--- config.mk ---
export PLATFORM = sky130hd
export DESIGN_NAME = fft_mem_sequencer_flat
export DESIGN_NICKNAME = d
export VERILOG_FILES = /design/src/rtl/fft_pkg.sv /design/src/rtl/fft_mem_sequencer_if.sv /design/src/rtl/fft_addr_delay.sv /design/src/rtl/fft_mem_sequencer.sv /design/src/flat_wrapper.sv
export SDC_FILE = /design/constraint.sdc
export NUM_CORES = 1
export LEC_CHECK = 0
export ABC_AREA = 0
export CAP_MARGIN = 20
export CORE_MARGIN = 1
export CORE_UTILIZATION = 50
export DETAILED_ROUTE_END_ITERATION = 8
export PLACE_DENSITY = 0.75
export SLEW_MARGIN = 25
export SYNTH_ARGS = -nofsm -noshare
export SYNTH_HDL_FRONTEND = slang
export SYNTH_SLANG_ARGS = --single-unit
--- constraint.sdc ---
create_clock -name clk -period 4.1 [get_ports clk]
set_input_delay 1.025 -clock clk [delete_from_list [all_inputs] [get_ports clk]]
set_output_delay 1.025 -clock clk [all_outputs]
set_load 0.05 [all_outputs]
--- src/rtl/fft_pkg.sv ---
// fft_pkg: shared state encoding and address helpers for the FFT memory sequencer.
package fft_pkg;
    localparam int MAXW = 16;
    typedef enum logic [2:0] {S_IDLE, S_LOAD, S_RUN, S_DRAIN, S_DONE} seq_state_t;
    function automatic logic [MAXW-1:0] bit_reverse(input logic [MAXW-1:0] v, input int w);
        logic [MAXW-1:0] r;
        r = {<<{v}};
        return r >> (MAXW - w);
    endfunction
    function automatic logic [MAXW-1:0] insert_zero(input logic [MAXW-1:0] v, input int pos);
        logic [MAXW-1:0] lo_mask;
        lo_mask = (MAXW'(1) << pos) - MAXW'(1);
        return ((v & ~lo_mask) << 1) | (v & lo_mask);
    endfunction
endpackage

--- src/rtl/fft_mem_sequencer_if.sv ---
// fft_mem_sequencer_if: address/strobe bus between the sequencer and the ping-pong FFT memory.
interface fft_mem_sequencer_if #(parameter int ADDR_WIDTH = 5);
    logic init;
    logic roW;
    logic rd_valid;
    logic wr_valid;
    logic [ADDR_WIDTH-1:0] addr_A_read;
    logic [ADDR_WIDTH-1:0] addr_B_read;
    logic [ADDR_WIDTH-1:0] addr_A_write;
    logic [ADDR_WIDTH-1:0] addr_B_write;
    logic [ADDR_WIDTH-2:0] tw_idx;
    modport master (
        output init, roW, rd_valid, wr_valid,
        output addr_A_read, addr_B_read, addr_A_write, addr_B_write, tw_idx
    );
    modport slave (
        input init, roW, rd_valid, wr_valid,
        input addr_A_read, addr_B_read, addr_A_write, addr_B_write, tw_idx
    );
endinterface

--- src/rtl/fft_addr_delay.sv ---
// fft_addr_delay: fixed-latency shift pipeline carrying {valid, addr_A, addr_B} to the write side.
module fft_addr_delay #(
    parameter int BFY_LATENCY = 3,
    parameter int WIDTH = 11
) (
    input  logic             clk,
    input  logic             rst_n,
    input  logic [WIDTH-1:0] d,
    output logic [WIDTH-1:0] q
);
    logic [WIDTH-1:0] pipe [BFY_LATENCY];
    always_ff @(posedge clk or negedge rst_n) begin
        if (!rst_n) begin
            for (int i = 0; i < BFY_LATENCY; i++) pipe[i] <= '0;
        end else begin
            pipe[0] <= d;
            for (int i = 1; i < BFY_LATENCY; i++) pipe[i] <= pipe[i-1];
        end
    end
    assign q = pipe[BFY_LATENCY-1];
endmodule

--- src/rtl/fft_mem_sequencer.sv ---
// fft_mem_sequencer: load / stage / drain controller generating radix-2 in-place FFT memory addresses.
module fft_mem_sequencer
    import fft_pkg::*;
#(
    parameter int ADDR_WIDTH = 5,
    parameter int BFY_LATENCY = 3
) (
    input  logic                          clk,
    input  logic                          rst_n,
    input  logic                          start,
    input  logic                          in_valid,
    output logic                          busy,
    output logic                          done,
    output logic [$clog2(ADDR_WIDTH)-1:0] stage,
    fft_mem_sequencer_if.master           mem
);
    localparam int SW = $clog2(ADDR_WIDTH);
    localparam int JW = ADDR_WIDTH - 1;
    seq_state_t state, state_n;
    logic [ADDR_WIDTH-1:0] load_cnt, load_n;
    logic [JW-1:0] j, j_n, tw_mask;
    logic [2:0] dcnt, dcnt_n;
    logic [SW-1:0] stage_n;
    logic row, row_n, last_stage, load_wr, rd, pv;
    logic [ADDR_WIDTH-1:0] addr_a, addr_b, pa, pb;
    logic [2*ADDR_WIDTH:0] pipe_d;
    always_ff @(posedge clk or negedge rst_n) begin
        if (!rst_n) begin
            state <= S_IDLE;
            load_cnt <= '0;
            j <= '0;
            dcnt <= '0;
            stage <= '0;
            row <= 1'b0;
        end else begin
            state <= state_n;
            load_cnt <= load_n;
            j <= j_n;
            dcnt <= dcnt_n;
            stage <= stage_n;
            row <= row_n;
        end
    end
    assign last_stage = stage == SW'(ADDR_WIDTH - 1);
    always_comb begin
        state_n = state;
        load_n = load_cnt;
        j_n = j;
        dcnt_n = dcnt;
        stage_n = stage;
        row_n = row;
        case (state)
            S_IDLE: if (start) begin
                state_n = S_LOAD;
                load_n = '0;
                j_n = '0;
                dcnt_n = '0;
                stage_n = '0;
            end
            S_LOAD: if (in_valid) begin
                load_n = load_cnt + ADDR_WIDTH'(1);
                if (&load_cnt) begin
                    state_n = S_RUN;
                    stage_n = '0;
                    row_n = 1'b0;
                    j_n = '0;
                end
            end
            S_RUN: begin
                j_n = j + JW'(1);
                if (&j) begin
                    state_n = S_DRAIN;
                    dcnt_n = '0;
                end
            end
            // the stage only advances (and the bank flips) once the last write has left the pipeline
            S_DRAIN: begin
                dcnt_n = dcnt + 3'd1;
                if (dcnt == 3'(BFY_LATENCY - 1)) begin
                    state_n = last_stage ? S_DONE : S_RUN;
                    stage_n = last_stage ? stage : stage + SW'(1);
                    row_n = last_stage ? row : ~row;
                    j_n = '0;
                end
            end
            S_DONE: state_n = S_IDLE;
            default: state_n = S_IDLE;
        endcase
    end
    assign rd = state == S_RUN;
    assign load_wr = state == S_LOAD && in_valid;
    assign addr_a = ADDR_WIDTH'(insert_zero(MAXW'(j), int'(stage)));
    assign addr_b = addr_a | (ADDR_WIDTH'(1) << stage);
    assign tw_mask = (JW'(1) << stage) - JW'(1);
    assign pipe_d = rd ? {1'b1, addr_a, addr_b} : '0;
    fft_addr_delay #(.BFY_LATENCY(BFY_LATENCY), .WIDTH(2 * ADDR_WIDTH + 1)) u_delay (
        .clk(clk),
        .rst_n(rst_n),
        .d(pipe_d),
        .q({pv, pa, pb})
    );
    assign mem.rd_valid = rd;
    assign mem.addr_A_read = rd ? addr_a : '0;
    assign mem.addr_B_read = rd ? addr_b : '0;
    assign mem.tw_idx = rd ? (j & tw_mask) << (SW'(JW) - stage) : '0;
    assign mem.wr_valid = pv | load_wr;
    assign mem.addr_A_write = load_wr ? ADDR_WIDTH'(bit_reverse(MAXW'(load_cnt), ADDR_WIDTH)) : pa;
    assign mem.addr_B_write = pb;
    assign mem.init = state != S_LOAD;
    assign mem.roW = row;
    assign busy = state != S_IDLE;
    assign done = state == S_DONE;
endmodule
--- src/flat_wrapper.sv ---
// flat-port wrapper written by rule: the top's interface ports become plain ports
module fft_mem_sequencer_flat import fft_pkg::*;
#(
    parameter int ADDR_WIDTH = 5,
    parameter int BFY_LATENCY = 3
)
  (clk, rst_n, start, in_valid, busy, done, stage, mem_init, mem_roW, mem_rd_valid, mem_wr_valid, mem_addr_A_read, mem_addr_B_read, mem_addr_A_write, mem_addr_B_write, mem_tw_idx);
  fft_mem_sequencer_if #(.ADDR_WIDTH(ADDR_WIDTH)) mem_i ();
  input  logic clk;
  input  logic rst_n;
  input  logic start;
  input  logic in_valid;
  output logic busy;
  output logic done;
  output logic [$clog2(ADDR_WIDTH)-1:0] stage;
  output wire logic [$bits(mem_i.init)-1:0] mem_init;
  output wire logic [$bits(mem_i.roW)-1:0] mem_roW;
  output wire logic [$bits(mem_i.rd_valid)-1:0] mem_rd_valid;
  output wire logic [$bits(mem_i.wr_valid)-1:0] mem_wr_valid;
  output wire logic [$bits(mem_i.addr_A_read)-1:0] mem_addr_A_read;
  output wire logic [$bits(mem_i.addr_B_read)-1:0] mem_addr_B_read;
  output wire logic [$bits(mem_i.addr_A_write)-1:0] mem_addr_A_write;
  output wire logic [$bits(mem_i.addr_B_write)-1:0] mem_addr_B_write;
  output wire logic [$bits(mem_i.tw_idx)-1:0] mem_tw_idx;
  assign mem_init = mem_i.init;
  assign mem_roW = mem_i.roW;
  assign mem_rd_valid = mem_i.rd_valid;
  assign mem_wr_valid = mem_i.wr_valid;
  assign mem_addr_A_read = mem_i.addr_A_read;
  assign mem_addr_B_read = mem_i.addr_B_read;
  assign mem_addr_A_write = mem_i.addr_A_write;
  assign mem_addr_B_write = mem_i.addr_B_write;
  assign mem_tw_idx = mem_i.tw_idx;
  fft_mem_sequencer #(.ADDR_WIDTH(ADDR_WIDTH), .BFY_LATENCY(BFY_LATENCY)) u_core (.clk(clk), .rst_n(rst_n), .start(start), .in_valid(in_valid), .busy(busy), .done(done), .stage(stage), .mem(mem_i));
endmodule
Word-level counts from Yosys, hierarchy flattened
Cells that the tools add are included.

Register bits: 52. Bits of input ports: 4.

Add/subtract/negate cells: 7. Equality and inequality tests: 13. Shifts and indexed selects: 4. Mux-type cells: 33. Bitwise logic cells: 8. Reductions and logical operators: 16.

Operators by type and width (count): 3-bit 2-to-1 mux (12); 5-bit 2-to-1 mux (5); 4-bit 2-to-1 mux (5); 5-bit AND reduction (4); 3-bit one-hot mux with 3 select lines (2); 4-bit one-hot mux with 4 select lines (1); 3-bit one-hot mux with 4 select lines (1); 11-bit 2-to-1 mux (1); 5-bit OR (2); 5-bit one-hot mux with 2 select lines (1); 1-bit by 3-bit << shifter with 5-bit output (first input constant) (2); 3-bit by 2-bit equality test with 1-bit output (second input constant) (3); 3-bit nonzero test (3); 4-bit AND (2); 2-bit != test (second input constant) (4); 3-bit by 1-bit adder with 3-bit output (second input constant) (2); 3-bit equality test (second input constant) (2); 3-bit AND reduction (2); 6-bit AND reduction (1); 5-bit by 1-bit adder with 5-bit output (second input constant) (1); 4-bit by 5-bit AND with 5-bit output (1); 5-bit by 2-bit subtractor with 5-bit output (second input constant) (1); 4-bit by 1-bit adder with 4-bit output (second input constant) (1); 1-bit 2-to-1 mux (4); other kinds (16) (18).

Longest topological paths before layout
Depth after elaboration: 7. Depth in mapped cells: 9. Depth with buffers taken out: 9.

By module
A second synthesis with hierarchy kept.

Cell total of the unflattened synthesis: 224. Area total of the unflattened synthesis: 2423.6 um^2.

Modules (own cells, without submodules): fft_mem_sequencer (instances 1, cells an instance 180, area an instance 1515.2 um^2); fft_addr_delay (instances 1, cells an instance 44, area an instance 908.4 um^2).

Worst setup path before layout
Ideal clock, no wire load.

Kind: flip-flop to output port. From: register u_core.stage[0]. To: output port mem_tw_idx[2]. Arrival time: 3124 ps. Slack: -49 ps. Cell stages (with the launch flop): 10. Path buffers: 0. Cell sequence: dfrtp_1 > inv_1 > ha_1 > ha_1 > inv_1 > ha_1 > nand2_1 > mux2_2 > or3_1 > a21oi_1.

Cells in the longest elaborated chain, start to end: 5. Elaborated cells between the ends (all ways): 6.

Ends and longest elaborated chain: start, declared (RTL line fft_mem_sequencer.sv:14) `output logic [$clog2(ADDR_WIDTH)-1:0] stage,`; start signal, assigned (RTL line fft_mem_sequencer.sv:40) `stage <= stage_n;`; 1-bit by 3-bit << shifter with 4-bit output (RTL line fft_mem_sequencer.sv:94) `assign tw_mask = (JW'(1) << stage) - JW'(1);`; 4-bit by 2-bit subtractor with 4-bit output (RTL line fft_mem_sequencer.sv:94); 4-bit AND (RTL line fft_mem_sequencer.sv:105) `assign mem.tw_idx = rd ? (j & tw_mask) << (SW'(JW) - stage) : '0;`; 4-bit by 3-bit << shifter with 4-bit output (*) (RTL line fft_mem_sequencer.sv:105); 4-bit 2-to-1 mux (*) (RTL line fft_mem_sequencer.sv:105); end, declared (RTL line flat_wrapper.sv:24) `output wire logic [$bits(mem_i.tw_idx)-1:0] mem_tw_idx;`.

Mark *: on every way between the ends. The rest lies on a longest branch, timed or not.

Worst setup path in the final report
Same ends and word-level chain as after synthesis.

==> results.py <==
metrics = {
    "synthesis": {
        "ys_types": 46,
        "ys.flop_type": "dfrtp_1",
        "synth_top_family_by_area": "simple AND/OR/NAND/NOR gates",
        "ys_ff_latch": 52,
        "synth-seq-area-share_pct": 54.4,
        "yosys.area_share.simple_pct": 16.6,
        "yosys_warnings": 0,
        "async_reset_ff_share_pct": 100,
        "synth-adder-area-share_pct": 6.80,
        "synth_edf_count": 0,
        "syn-num-nets": 231,
        "synth.avg_cell_area_um2": 11.2,
        "synthCells": 214,
        "syn_area_um2": 2390,
        "synth-compound-area-share_pct": 10.5,
        "muxShareOfSynthArea_pct": 5.07,
        "synth_xor_area_share_pct": 1.10,
    },
    "die": {
        "core_area_um2": 4470,
        "io_pins": 37,
        "die-height_um": 71.2,
        "die-area_um2": 5070,
        "start_util_pct": 53.5,
        "dieWidth_um": 71.2,
        "row_count": 24,
    },
    "layout": {
        "syn_to_final_growth_pct": 19.7,
        "mostFrequentLayoutCells": "dfrtp_1 (52), clkdlybuf4s50_1 (18), nand2_1 (17), nor2_1 (17), a21oi_1 (14)",
        "final_nets": 264,
        "diodes": 0,
        "register_area_um2": 1300,
        "multi_input_area_um2": 970,
        "drive_gt1_share_pct": 19.4,
        "layout_commonest_cell": "dfrtp_1",
        "fillers": 358,
    },
    "global_routing": {
        "grt_busiest_layer": "met2",
        "antenna_found_initial": 0,
        "grtUsageMet2_pct": 31.1,
        "grt_use_met3_pct": 4.70,
        "grt_pass1_wl_um": 7490,
        "use_met1_pct": 25.8,
        "grt_max_degree": 30,
        "grt_pass1_vias": 1559,
        "grt_overflow_total": 0,
        "grt_usage_pct": 19.3,
    },
    "placement": {
        "io_buffer_count": 36,
        "dp_hpwl_um": 3150,
        "pre_cts_ws_ns": 0.284,
        "gp_congestion": 0.769,
    },
    "route": {
        "num_vias": 1634,
        "dr.pass1.iters": 7,
        "detail_route.wl_per_cell_um": 14.5,
        "ant_nets": 0,
        "wl_um": 4360,
        "via_per_inst": 5.45,
        "drc": 4,
        "drt_iter0_drc": 133,
    },
    "clock_tree": {
        "numCtsBuffers": 5,
        "tritoncts": "built",
        "clkTransAtPathRegs_ns": 0.10,
        "clockRootBuffer": "clkbuf_8",
        "clk_latency_ns": 0.30,
        "clock-sinks": 52,
        "htreeDepth": 2,
        "post-cts-setup-buffers": 0,
        "clock_path_buffers": 2,
    },
    "critical_path": {
        "crit_top_cell": "ha_1",
        "required_ns": 3.07,
        "end_kind": "output port",
        "critPathKind": "register to output port",
        "worstPathCellList": "inv_2 -> ha_1 -> ha_1 -> inv_1 -> ha_1 -> nand2b_1 -> mux2_2 -> or3_1 -> a21oi_2 -> buf_12",
        "arrival_ns": 2.88,
        "slowest_delay_ns": 0.49,
        "start_kind": "register",
        "cp_slowest_cell": "dfrtp_1",
        "crit_buf_inv": 3,
        "crit_family": "adder cells",
        "critPathMaxFanout": 9,
    },
    "sta": {
        "layout_setup_ws_ns": 0.197,
        "finalHoldViolations": 0,
        "max_freq_ghz": 0.256,
        "finalCritPeriodShare_pct": 95.2,
        "final-setup-viol-count": 0,
        "rsz0062_at_grt": "false",
        "layout_min_cycle_time_ns": 3.90,
        "slew_headroom_pct": 58.2,
        "skew_ns": 0.00435,
        "maxSlewViolCount": 0,
        "worstMarginPinSlew_ns": 0.628,
    },
    "run_status": {
        "violations": "DRC",
        "outcome": "finished, violations left",
    },
    "min_path": {
        "min_path_type": "register to register",
    },
    "job": {
        "cap_viol_max_count": 0,
    },
}
[per-layer routing]
metal | up-vias | share of wire, %
li1 | 795 | -
met5 | - | 0
met2 | 35 | 48
met1 | 800 | 46
met3 | 4 | 4.3
met4 | 0 | 1.2
[final cells by class]
class | count | share of cell area [%]
sequential | 52 | 45.5
multi-input combinational | 137 | 33.9
timing repair buffer | 38 | 13.3
clock buffer | 5 | 2.40
tap | 52 | 2.27
inverter | 13 | 1.70
clock inverter | 3 | 0.962
[worst paths after layout]
check	start	endpoint	slack, ns	cells past startpoint
max	u_core.stage[0]	mem_tw_idx[2]	0.20	10
min	u_core.u_delay.pipe[26]	u_core.u_delay.pipe[15]	0.35	0
max reg2reg	u_core.stage[0]	u_core.u_delay.pipe[31]	1.68	7
min reg2reg	u_core.u_delay.pipe[26]	u_core.u_delay.pipe[15]	0.35	0
max in group asynchronous	rst_n	u_core.u_delay.pipe[29]	2.64	2
min in group asynchronous	rst_n	u_core.u_delay.q[10]	0.73	1
[flip-flops by register name, summed over array words and instances, names as in the netlist]
signal               cells
u_core.dcnt              3
u_core.j                 4
u_core.load_cnt          5
u_core.mem.roW           1
u_core.stage             3
u_core.state             3
u_core.u_delay.pipe     22
u_core.u_delay.q        11
[Yosys cell counts (4+ instances only)]
library cell   n  area share [%]
a21oi_1       15             3.1
inv_1         13             2.0
dfrtp_1       52              54
ha_1          13             6.8
buf_4          6             1.9
buf_2          4            0.84
nand3_1        6             1.3
nand2_1       17             2.7
nor2_1        17             2.7
mux2_2         9             4.2
a22o_1         7             2.6
nor3_1         5             1.0
nor2b_1        6             1.6
[timing repair]
item	CTS	global route
resized for setup	3	1
hold buffers	0	0
endpoints found under the setup margin	3	1
endpoints found under the hold margin	0	0
[per-stage QoR]
stage | util, % | instance area [µm²] | hold slack, ns | setup TNS (ns) | cells
floorplan | - | 2400 | 0.331 | -0.00538 | 214
global placement | 61.9 | 2770 | 0.331 | 0 | 292
detailed placement | 61.9 | 2770 | 0.335 | 0 | 292
CTS | 64.0 | 2860 | 0.353 | 0 | 300
global route | 64.0 | 2860 | 0.355 | 0 | 300
finish | 64.0 | 2860 | 0.352 | 0 | 300
[cell families (layout without fill, tap and decap cells)]
family | Yosys count | in the layout
AOI/OAI and AO/OA | 36 | 36
and+or+nand+nor | 74 | 74
xor gates and xnor gates | 3 | 3
DFF | 52 | 52
adders and majority gates | 13 | 13
muxes | 11 | 11
buffers and inverters | 25 | 59
Power is left out: the tool's default activity adds up to more than one toggle a clock period on the data nets, which glitch-free logic cannot reach.
==> RTL change (same settings) <==
`BFY_LATENCY` is set to 3 in 3 places; all go to 6.
--- a/src/rtl/fft_addr_delay.sv
+++ b/src/rtl/fft_addr_delay.sv
@@ -1,6 +1,6 @@
 // fft_addr_delay: fixed-latency shift pipeline carrying {valid, addr_A, addr_B} to the write side.
 module fft_addr_delay #(
-    parameter int BFY_LATENCY = 3,
+    parameter int BFY_LATENCY = 6,
     parameter int WIDTH = 11
 ) (
     input  logic             clk,
--- a/src/rtl/fft_mem_sequencer.sv
+++ b/src/rtl/fft_mem_sequencer.sv
@@ -3,7 +3,7 @@
     import fft_pkg::*;
 #(
     parameter int ADDR_WIDTH = 5,
-    parameter int BFY_LATENCY = 3
+    parameter int BFY_LATENCY = 6
 ) (
     input  logic                          clk,
     input  logic                          rst_n,
--- a/src/flat_wrapper.sv
+++ b/src/flat_wrapper.sv
@@ -2,7 +2,7 @@
 module fft_mem_sequencer_flat import fft_pkg::*;
 #(
     parameter int ADDR_WIDTH = 5,
-    parameter int BFY_LATENCY = 3
+    parameter int BFY_LATENCY = 6
 )
   (clk, rst_n, start, in_valid, busy, done, stage, mem_init, mem_roW, mem_rd_valid, mem_wr_valid, mem_addr_A_read, mem_addr_B_read, mem_addr_A_write, mem_addr_B_write, mem_tw_idx);
   fft_mem_sequencer_if #(.ADDR_WIDTH(ADDR_WIDTH)) mem_i ();
Formal check against the unedited RTL: same outputs for any inputs over 10 cycles, from zero or initial values and one cycle with rst_n low; that may be too few to reach the edited logic, so the function may still have changed.
==> RTL change against the original RTL <==
First-iteration DRC count down 35%; sequential share of layout area up 11 points; routed wire length up 21%; sequential cell count up 33; synthesized area up 35%; final area up 33%; worst setup slack better by 0.0063 ns; core utilization down 1.3 points; largest cell class unchanged.
==> RTL change: results (changes against the original RTL) <==
Clock Pin Slew Worst Setup and Hold Paths=0.08 ns (-0.02 ns); Mapped Cells=244 (+14%); met3 wire length=240 um (+29%); Ys Warns=0 (unchanged); final net count=297 (+13%); Max Used Layer=met4; total global-route track usage=18.0% (-1.2 points); largest net degree at the start of global routing=86 (+190%); layout cells sized above 1=18.9% (-0.41 points); Metal-1 WL=2550 um (+26%); detailed-router iteration count before antenna repair=4 (-3); GP Congestion=0.869 (+13%); number of global-route vias before repair=1817 (+17%); dpl ws=0.239 ns (-0.0451 ns); Arr. time, crit path=2.87 ns (about the same); Total Die Area=0.00678 mm^2 (+34%); Root Driver=clkbuf_8; syn nets=261 (+13%); Flop+latch power=1.01 mW; first-pass GRT wire length=8700 um (+16%); drt first-iter violations=87 (-35%); Top reg by flops=u_core.u_delay.pipe; relative slew slack=51.5% (-6.7 points); Area contributors post-synth=dfrtp_1 66%, ha_1 5.0%, mux2_2 2.8%; # diodes=0 (unchanged); Netlist cell types=51 (+11%); Post-synth ARST share=100% (unchanged); Seq/Total Area, Yosys=65.9% (+12 points); predominant post-synthesis flop cell=dfrtp_1; worst skew pair latency=0.35 ns (+0.05 ns); DP Area=0.00363 mm^2 (+31%); Net Sw Frac=37.4%; Largest register FFs=55 (+150%); Synth top cells by count=85 x dfrtp_1, 16 x nand2_1, 13 x a21oi_1, 13 x ha_1, 10 x nor2_1; PnR Total Power=2.36 mW; non-filler cells in the finished layout=360 (+20%); Fin Clk Skew=0.00994 ns (+0.00559 ns); CP max FO=9 (unchanged); outcome=finished, final reports clean; met2 routed WL=2410 um (+14%); Placed Cells=344 (+18%); wire length per cell=14.6 um (+0.62%); htree depth=3 (+1); vias per cell=5.27 (-3.3%); CTS buffer count=9 (+4); Worst path slowest cell=dfrtp_1; HPWL Detailed=3510 um (+11%)
RTL change: path summary, 6_finish.rpt:
check | start | end | slack (ns)
hold reg to reg | u_core.u_delay.pipe[64] | u_core.u_delay.pipe[53] | 0.35
hold / removal | u_core.u_delay.pipe[64] | u_core.u_delay.pipe[53] | 0.35
setup / recovery | u_core.stage[0] | mem_tw_idx[2] | 0.20
min in group asynchronous | rst_n | u_core.load_cnt[3] | 0.72
setup reg to reg | u_core.stage[0] | u_core.u_delay.pipe[59] | 1.80
max in group asynchronous | rst_n | u_core.j[2] | 2.90
RTL change: layout make-up:
type	instances	area, um^2
fillers	457	2260
repair buffers	38	377
flip-flops and latches	85	2130
clock buffers	10	128
multi-input cells	136	992
clock inverters	6	46.3
inverters	10	37.5
well taps	75	93.8
RTL change: critical path: cells and delay by family (launching register included):
family | cells | cell delay, ns
compound gates | 1 | 0.20
fa+ha+maj | 3 | 0.65
buf+inv | 3 | 0.41
flops | 1 | 0.49
mux | 1 | 0.31
simple gates | 2 | 0.48
RTL change: what timing repair did:
item / 4_1_cts / 5_1_grt
buffers inserted: 0 / 0
setup endpoints to repair: 4 / 6
pin swaps: 0 / 0
resized for setup: 4 / 2
gates cloned: 0 / 0
RTL change: logic make-up (layout without fill, tap and decap cells):
group                    count (synthesis)  in the layout  share of synthesized area [%]
flip-flops                              85             85                           65.9
AND/OR/NAND/NOR                         66             66                           11.2
AO/OA/AOI/OAI                           44             44                           9.85
buffers and inverters                   23             64                           3.65
adder cells (fa/ha/maj)                 13             13                           5.04
multiplexers                            12             12                           4.07
XOR/XNOR                                 1              1                          0.272
RTL change: per-layer routing:
metal / GRT usage, % / up-vias
met5: 0 / -
met4: 8.42 / 0
met3: 5.38 / 8
met2: 27.0 / 46
met1: 24.2 / 926
li1: - / 917
